$ cat config.mk
export PLATFORM = sky130hd
export DESIGN_NAME = uart_rx
export DESIGN_NICKNAME = d
export VERILOG_FILES = /design/src/rtl/uart_pkg.sv /design/src/rtl/uart_baud_tick.sv /design/src/rtl/uart_rx.sv
export SDC_FILE = /design/constraint.sdc
export NUM_CORES = 1
export LEC_CHECK = 0
export CAP_MARGIN = 25
export CORE_MARGIN = 2
export CORE_UTILIZATION = 50
export DETAILED_ROUTE_END_ITERATION = 7
export PLACE_DENSITY = 0.82
export SKIP_LAST_GASP = 1
export SYNTH_ARGS = -nofsm -noshare
export SYNTH_HDL_FRONTEND = slang
export SYNTH_SLANG_ARGS = --single-unit
$ cat constraint.sdc
create_clock -name clk -period 4.73 [get_ports clk]
set_input_delay 1.419 -clock clk [delete_from_list [all_inputs] [get_ports clk]]
set_output_delay 1.419 -clock clk [all_outputs]
set_load 0.005 [all_outputs]
$ cat src/rtl/uart_pkg.sv
// Shared UART constants, FSM encodings and sizing helpers.
// Receiver parity support is enabled with UART_RX_PARITY_EN.
package uart_pkg;

  localparam int unsigned DEF_BAUD = 9600;
  localparam int unsigned DEF_CLK  = 50000000;
  localparam int unsigned DEF_OS   = 16;

  localparam logic [2:0] ST_IDLE   = 3'd0;
  localparam logic [2:0] ST_START  = 3'd1;
  localparam logic [2:0] ST_DATA   = 3'd2;
  localparam logic [2:0] ST_PARITY = 3'd3;
  localparam logic [2:0] ST_STOP   = 3'd4;

  // Never returns below 1 so the result can size a vector.
  function automatic int unsigned CeilLog2(input int unsigned n);
    int unsigned r;
    r = 1;
    while ((32'd1 << r) < n) r++;
    return r;
  endfunction

  function automatic int unsigned tick_div(
    input int unsigned clk_freq,
    input int unsigned baudrate,
    input int unsigned os
  );
    return clk_freq / (baudrate * os) - 1;
  endfunction

endpackage

$ cat src/rtl/uart_baud_tick.sv
// Oversample tick generator: one-clk pulse every TICK_DIV+1 clocks.
// Held at zero while clr is high so a bit period starts on demand.
module uart_baud_tick
  import uart_pkg::*;
#(
  parameter int unsigned clk_freq   = DEF_CLK,
  parameter int unsigned baudrate   = DEF_BAUD,
  parameter int unsigned OVERSAMPLE = DEF_OS
) (
  input  logic clk,
  input  logic reset,
  input  logic clr,
  output logic tick
);

  localparam int unsigned TICK_DIV =
    tick_div(clk_freq, baudrate, OVERSAMPLE);
  localparam int unsigned tick_bits = CeilLog2(TICK_DIV + 1);
  localparam logic [tick_bits-1:0] LAST = tick_bits'(TICK_DIV);

  logic [tick_bits-1:0] tick_cnt_q, tick_cnt_d;

  assign tick = !clr && (tick_cnt_q == LAST);

  always_comb begin
    tick_cnt_d = tick_cnt_q + 1'b1;
    unique case (1'b1)
      clr:     tick_cnt_d = '0;
      tick:    tick_cnt_d = '0;
      default: tick_cnt_d = tick_cnt_q + 1'b1;
    endcase
  end

  always_ff @(posedge clk or negedge reset) begin
    if (!reset) tick_cnt_q <= '0;
    else        tick_cnt_q <= tick_cnt_d;
  end

endmodule

$ cat src/rtl/uart_rx.sv
// 8N1 oversampling UART receiver with sticky flags and majority vote.
// Define UART_RX_PARITY_EN to insert an even-parity bit before stop.
module uart_rx
  import uart_pkg::*;
#(
  parameter int unsigned Nbit       = 8,
  parameter int unsigned baudrate   = DEF_BAUD,
  parameter int unsigned clk_freq   = DEF_CLK,
  parameter int unsigned OVERSAMPLE = DEF_OS
) (
  input  logic            clk,
  input  logic            reset,
  input  logic            SerialDataIn,
  input  logic            clr_rx_flag,
  output logic [Nbit-1:0] DataRx,
  output logic            rx_flag,
  output logic            frame_err,
  output logic            overrun_err,
  output logic            parity_err
);

  localparam int unsigned MID = OVERSAMPLE / 2;
  localparam int unsigned SW  = CeilLog2(OVERSAMPLE);
  localparam int unsigned BW  = CeilLog2(Nbit);
  localparam logic [SW-1:0] S_LAST = SW'(OVERSAMPLE - 1);
  localparam logic [SW-1:0] S_MID  = SW'(MID);
  localparam logic [SW-1:0] S_M1   = SW'(MID - 1);
  localparam logic [SW-1:0] S_M2   = SW'(MID - 2);
  localparam logic [BW-1:0] B_LAST = BW'(Nbit - 1);
`ifdef UART_RX_PARITY_EN
  localparam logic [2:0] ST_POST = ST_PARITY;
`else
  localparam logic [2:0] ST_POST = ST_STOP;
`endif

  logic [1:0]      sync_q, sync_d;
  logic            rxs, tick, idle;
  logic [2:0]      state_q, state_d;
  logic [SW-1:0]   scnt_q, scnt_d;
  logic [BW-1:0]   bit_q, bit_d;
  logic [1:0]      smp_q, smp_d;
  logic [Nbit-1:0] shift_q, shift_d;
  logic [Nbit-1:0] data_q, data_d;
  logic            arm_q, arm_d;
  logic            flag_q, flag_d;
  logic            ferr_q, ferr_d;
  logic            oerr_q, oerr_d;
  logic            vote, done, at_mid;

  assign sync_d = {sync_q[0], SerialDataIn};
  assign rxs    = sync_q[1];
  assign idle   = (state_q == ST_IDLE);

  uart_baud_tick #(
    .clk_freq  (clk_freq),
    .baudrate  (baudrate),
    .OVERSAMPLE(OVERSAMPLE)
  ) u_tick (
    .clk  (clk),
    .reset(reset),
    .clr  (idle),
    .tick (tick)
  );

  always_comb begin
    state_d = state_q;
    scnt_d  = scnt_q;
    bit_d   = bit_q;
    smp_d   = smp_q;
    shift_d = shift_q;
    arm_d   = arm_q;
    done    = 1'b0;
    vote    = (smp_q[0] & smp_q[1]) | (smp_q[0] & rxs)
            | (smp_q[1] & rxs);
    at_mid  = tick && (scnt_q == S_MID);
    if (tick) begin
      scnt_d = (scnt_q == S_LAST) ? '0 : scnt_q + 1'b1;
      if (scnt_q == S_M2) smp_d[0] = rxs;
      if (scnt_q == S_M1) smp_d[1] = rxs;
    end
    unique case (1'b1)
      state_q == ST_IDLE: begin
        scnt_d = '0;
        bit_d  = '0;
        // After a low stop bit, wait for the line to go high first.
        arm_d  = arm_q | rxs;
        if (arm_q && !rxs) state_d = ST_START;
      end
      state_q == ST_START: begin
        if (tick && scnt_q == S_M1 && rxs)
          state_d = ST_IDLE;
        else if (tick && scnt_q == S_LAST)
          state_d = ST_DATA;
      end
      state_q == ST_DATA: begin
        if (at_mid) shift_d[bit_q] = vote;
        if (tick && scnt_q == S_LAST) begin
          bit_d = bit_q + 1'b1;
          if (bit_q == B_LAST) state_d = ST_POST;
        end
      end
`ifdef UART_RX_PARITY_EN
      state_q == ST_PARITY: begin
        if (tick && scnt_q == S_LAST) state_d = ST_STOP;
      end
`endif
      state_q == ST_STOP: begin
        if (at_mid) begin
          done    = 1'b1;
          state_d = ST_IDLE;
          arm_d   = vote;
        end
      end
      default: state_d = ST_IDLE;
    endcase
  end

  // Sets take priority over a coincident clear.
  always_comb begin
    data_d = done ? shift_q : data_q;
    flag_d = done | (flag_q & clr_rx_flag);
    ferr_d = (done & ~vote) | (ferr_q & clr_rx_flag);
    oerr_d = (done & flag_q) | (oerr_q & clr_rx_flag);
  end

  always_ff @(posedge clk or negedge reset) begin
    if (!reset) begin
      sync_q  <= 2'b11;
      state_q <= ST_IDLE;
      scnt_q  <= '0;
      bit_q   <= '0;
      smp_q   <= '0;
      shift_q <= '0;
      data_q  <= '0;
      arm_q   <= 1'b1;
      flag_q  <= 1'b0;
      ferr_q  <= 1'b0;
      oerr_q  <= 1'b0;
    end else begin
      sync_q  <= sync_d;
      state_q <= state_d;
      scnt_q  <= scnt_d;
      bit_q   <= bit_d;
      smp_q   <= smp_d;
      shift_q <= shift_d;
      data_q  <= data_d;
      arm_q   <= arm_d;
      flag_q  <= flag_d;
      ferr_q  <= ferr_d;
      oerr_q  <= oerr_d;
    end
  end

`ifdef UART_RX_PARITY_EN
  logic par_q, par_d, perr_q, perr_d;

  always_comb begin
    par_d = par_q;
    if (state_q == ST_PARITY && at_mid) par_d = vote ^ (^shift_q);
    perr_d = (done & par_q) | (perr_q & clr_rx_flag);
  end

  always_ff @(posedge clk or negedge reset) begin
    if (!reset) begin
      par_q  <= 1'b0;
      perr_q <= 1'b0;
    end else begin
      par_q  <= par_d;
      perr_q <= perr_d;
    end
  end

  assign parity_err = perr_q;
`else
  assign parity_err = 1'b0;
`endif

  assign DataRx      = data_q;
  assign rx_flag     = flag_q;
  assign frame_err   = ferr_q;
  assign overrun_err = oerr_q;

endmodule

# Word-level counts from Yosys, hierarchy flattened
# Index checks and enable logic that the tools add are counted.
# W data, S select, Z words.
[op_classes]
n_addsub = 3
n_reduce_logical = 20
n_eq_ne = 14
n_bitwise = 15
order_cmp = 2
mux = 20
[ops]
columns = ["op", "n"]
rows = [
  ["$mux W3", 7],
  ["$mux W4", 3],
  ["$pmux W3 S4", 1],
  ["$reduce_and A2 Y1", 5],
  ["$add A9 B1 Y9 const B", 1],
  ["$eq A9 B9 Y1 const B", 1],
  ["$mux W9", 1],
  ["$and A1 B1 Y1", 8],
  ["$bwmux W8", 1],
  ["$eq A4 B3 Y1 const B", 2],
  ["$eq A4 B4 Y1 const B", 2],
  ["$logic_and A1 B1 Y1", 7],
  ["$eq A3 B3 Y1 const B", 2],
  ["$ne A2 B2 Y1 const B", 3],
  ["$or A1 B1 Y1", 6],
  ["$pmux W3 S2", 1],
  ["$reduce_bool A2 Y1", 3],
  ["$reduce_and A5 Y1", 1],
  ["$add A4 B1 Y4 const B", 1],
  ["$lt A3 B4 Y1 const B", 1],
  ["$mux W1", 4],
  ["$add A3 B1 Y3 const B", 1],
  ["$demux W1 S3", 1],
  ["$eq A3 B1 Y1 const B", 1],
  ["other kinds (9)", 10],
]
[word_totals]
out_inout_bits = 12
register_bits = 43

# Longest topological paths before layout
[logic_depth]
depth_word = 8
ltp_mapped = 8
mapped_depth_nobuf = 6

# Modules after synthesis
# From an unflattened synthesis, not the netlist that was laid out.
[hier_totals]
cells_unflattened = 183
area_unflattened_um2 = 2138.3
[modules_own_cells]
columns = ["mod", "n_inst", "area_each_um2", "cells_per_inst"]
rows = [
  ["uart_rx", 1, 1680.4, 137],
  ["uart_baud_tick", 1, 457.9, 46],
]

# Worst setup path after synthesis
# Ideal clock, no wire load.
[synth_timing]
path_kind = "reg-to-output"
from = "reg flag_q (netlist: rx_flag)"
to = "out rx_flag"
t_required_ns = 3.311
path_slack_ns = 2.938
n_path_buf = 0
arrival_time_ns = 0.373
path_stages_with_launch = 1
path_cell_list = "dfrtp_1"
[synth_lines]
columns = ["element", "line", "text"]
rows = [
  ["start, declared", "uart_rx.sv:45", "logic flag_q, flag_d;"],
  ["start signal, assigned", "uart_rx.sv:148", "flag_q <= flag_d;"],
  ["end, declared", "uart_rx.sv:16", "output logic rx_flag,"],
]
# No word-level cell between the ends.

# Worst setup path in the final report
[layout_timing]
from = "reg data_q[2] (netlist: DataRx[2])"
to = "out DataRx[2]"
[layout_lines]
columns = ["element", "line", "text"]
rows = [
  ["start, declared", "uart_rx.sv:43", "logic [Nbit-1:0] data_q, data_d;"],
  ["start signal, assigned", "uart_rx.sv:146", "data_q <= data_d;"],
  ["end, declared", "uart_rx.sv:15", "output logic [Nbit-1:0] DataRx,"],
]
# No word-level cell between the ends.

==> summary.md <==
• fill count: 351
• number of max-cap violations: 0
• standard cell core area: 0.00403 sq mm
• worst path cell trace: clkdlybuf4s50_1
• Pre-antenna DRT Iters: 4
• initial antenna violation count: 0
• CTS root buffer: sky130_fd_sc_hd__clkbuf_8
• worst vdd ir: 270 uV
• overall power: 0.000747 W
• Post-DP HPWL: 2420 microns
• share of the clock period used by the worst path: 54.9%
• most used flip-flop cell after synthesis: sky130_fd_sc_hd__dfrtp_1
• DRT iter0 DRCs: 82
• ports placed on the boundary: 16
• Core Util, Final: 57.8%
• cell at the slowest stage of the critical path: sky130_fd_sc_hd__clkdlybuf4s50_1
• Worst Path Class, Setup: reg2out
• Slowest Stage Delay on Critical Path: 0.52 ns
• Peak Freq: 385 MHz
• setup repair after global routing missed its margin: false
• Min Clock Period, post-route: 2.60 ns
• relative max-transition margin: 39.3%
• transition time at the pin with the least slew margin: 0.910 ns
• grt ovf: 0
• CTS Buf Count: 5
• aggregate negative setup slack: 0 ns
• Die Wd: 68.9 microns
• clock slew at the register clock pins of the worst setup and hold paths: 0.07 ns
• Avg Synthesized Cell Area: 10.7 sq um
• Crit path required time: 3.31 ns
• clock insertion delay at the later pin of the skew report: 0.30 ns
• most frequently used cell type in the post-synthesis netlist: sky130_fd_sc_hd__dfrtp_1
• Arr. time, crit path: 1.18 ns
• DR DRC count: 0
• post-synthesis cell count: 197
• count of endpoints failing hold in the final timing report: 0
• RePlAce Congestion: 0.860
• reported leakage power: 1.04 nW
• DP Cell Count: 250
• post-synthesis cell type with the largest combined area: sky130_fd_sc_hd__dfrtp_1
• Worst setup SP type: register
• global-route wire length before repair: 6290 microns
• vertical die dimension: 68.9 microns
• Avg WL per Cell: 13.7 microns
• number of failing setup endpoints in the final timing report: 0
• FFs w/ async S/R, synth: 100%
• clock tree from TritonCTS: built
• largest net degree at the start of global routing: 44
• number of flops mapped to enable cells by yosys: 0
• fraction of final layout cells sized beyond drive strength 1: 13.9%
• number of nets produced by synthesis: 208
• number of cells upsized or downsized after cts: 0
• highest fanout seen on the critical path: 2
• number of buffers inserted by port buffering: 14
• Antenna Violating Nets Remaining: 0
• GRT Total Usage: 18.0%
• Post-Synthesis Cell Area: 0.00211 sq mm
• most used standard cells in the synthesized netlist: sky130_fd_sc_hd__dfrtp_1, sky130_fd_sc_hd__nor2_1, sky130_fd_sc_hd__mux2_2
• worst min path class: reg2reg
• critical path endpoint category: output port
• category of cells accounting for the largest share of critical-path delay: buffers and inverters
• Initial Util: 52.3%
• DIE AREA: 0.00475 sq mm
• Buf/Inv on CP: 1
• sequential-to-total area share from yosys stat: 51.2%
• non-filler cells, final: 258
• DR vias/cell: 5.55
• worst-case hold slack: 0.356 ns
• result of the run: finished, final reports clean
• via count: 1431
• quantity of hold-fixing buffers added after cts: 0
• total of warnings raised by yosys: 0
• number of global-route vias before repair: 1382
• leading cell types by total area after synthesis: sky130_fd_sc_hd__dfrtp_1, sky130_fd_sc_hd__mux2_2, sky130_fd_sc_hd__ha_1
• number of levels the H-tree was split into: 2
• Slew Limit Fails: 0
• pwr/cell area: 321 mW/mm^2
• maximum clock skew at final layout: 0.00990 ns
• antenna diode instance count: 0
• count of standard-cell rows: 23
• number of nets in the layout: 218
• routed wire length: 3530 microns
• number of distinct library cell variants in the gate-level netlist after synthesis: 40
• number of buffers on the longest clock path: 2
• flip-flop and latch count after synthesis: 43
• area growth from synthesis to layout: 10.5%
• Num Clock Sinks: 43
• area share of the largest cell type after synthesis: 47.5%
• total setup buffers inserted after CTS: 0
[layout make-up]
class / count / area, sq um / area share, %
inverter: 6 / 22.5 / 0.968
tap: 50 / 62.6 / 2.69
sequential: 43 / 1080 / 46.4
multi-input combinational: 137 / 942 / 40.5
clock buffer: 6 / 72.6 / 3.12
timing repair buffer: 14 / 135 / 5.81
clock inverter: 2 / 12.5 / 0.538
[path summary, 6_finish.rpt]
| kind | endpoint | cells past startpoint | slack (ns) | startpoint |
|---|---|---|---|---|
| worst max-delay path | DataRx[2] | 1 | 2.13 | DataRx[2] |
| worst min-delay path | sync_q[1] | 0 | 0.36 | sync_q[0] |
| worst max register to register | DataRx[4] | 5 | 2.58 | u_tick.tick_cnt_q[0] |
| worst min register to register | sync_q[1] | 0 | 0.36 | sync_q[0] |
| max in group asynchronous | DataRx[0] | 1 | 2.91 | reset |
| min in group asynchronous | u_tick.tick_cnt_q[4] | 1 | 1.25 | reset |
[sequential cells by signal, summed over array words and instances, names as in the netlist, 2 cells and up]
signal	cells
shift_q	8
scnt_q	4
sync_q	2
DataRx	8
bit_q	3
state_q	3
u_tick.tick_cnt_q	9
smp_q	2
[power breakdown]
part | leakage (nW) | internal (W) | switching (W)
Combinational | 0.423 | 0.0000429 | 0.0000460
Sequential | 0.573 | 0.000400 | 0.0000357
Clock | 0.0412 | 0.000103 | 0.000120
Total | 1.04 | 0.000546 | 0.000201
[cell usage in the layout, fill, tap and decap left out, types with 6 or more instances in the layout]
| master | instances |
|---|---|
| sky130_fd_sc_hd__dfrtp_1 | 40 |
| sky130_fd_sc_hd__nand4_1 | 8 |
| sky130_fd_sc_hd__ha_1 | 7 |
| sky130_fd_sc_hd__nand2_1 | 11 |
| sky130_fd_sc_hd__nor2_1 | 20 |
| sky130_fd_sc_hd__mux2_2 | 16 |
| sky130_fd_sc_hd__o21ai_0 | 8 |
| sky130_fd_sc_hd__nand3_1 | 15 |
| sky130_fd_sc_hd__clkdlybuf4s50_1 | 13 |
| sky130_fd_sc_hd__inv_1 | 6 |
[cell families after synthesis]
family | share of synthesized area (%)
and+or+nand+nor | 20.1
DFF | 51.2
AOI/OAI and AO/OA | 6.41
muxes | 9.62
buffers and inverters | 4.04
xor gates and xnor gates | 3.74
adders and majority gates | 4.63
other | 0.178
[through the flow]
step	cell area [sq um]	setup WS (ns)
3_5_place_dp	2240	2.47
4_1_cts	2330	2.11
2_1_floorplan	2110	2.94
5_1_grt	2330	2.08
3_3_place_gp	2240	2.48
6_report	2330	2.13
[routing by layer]
metal	part of all wire (%)	up-vias	global-route usage, %
li1	-	707	-
met1	49	687	26.4
met2	46	31	25.0
met3	3.5	6	4.22
met4	1.8	0	8.33
met5	0	-	0
(Power assumes the default switching activity.)
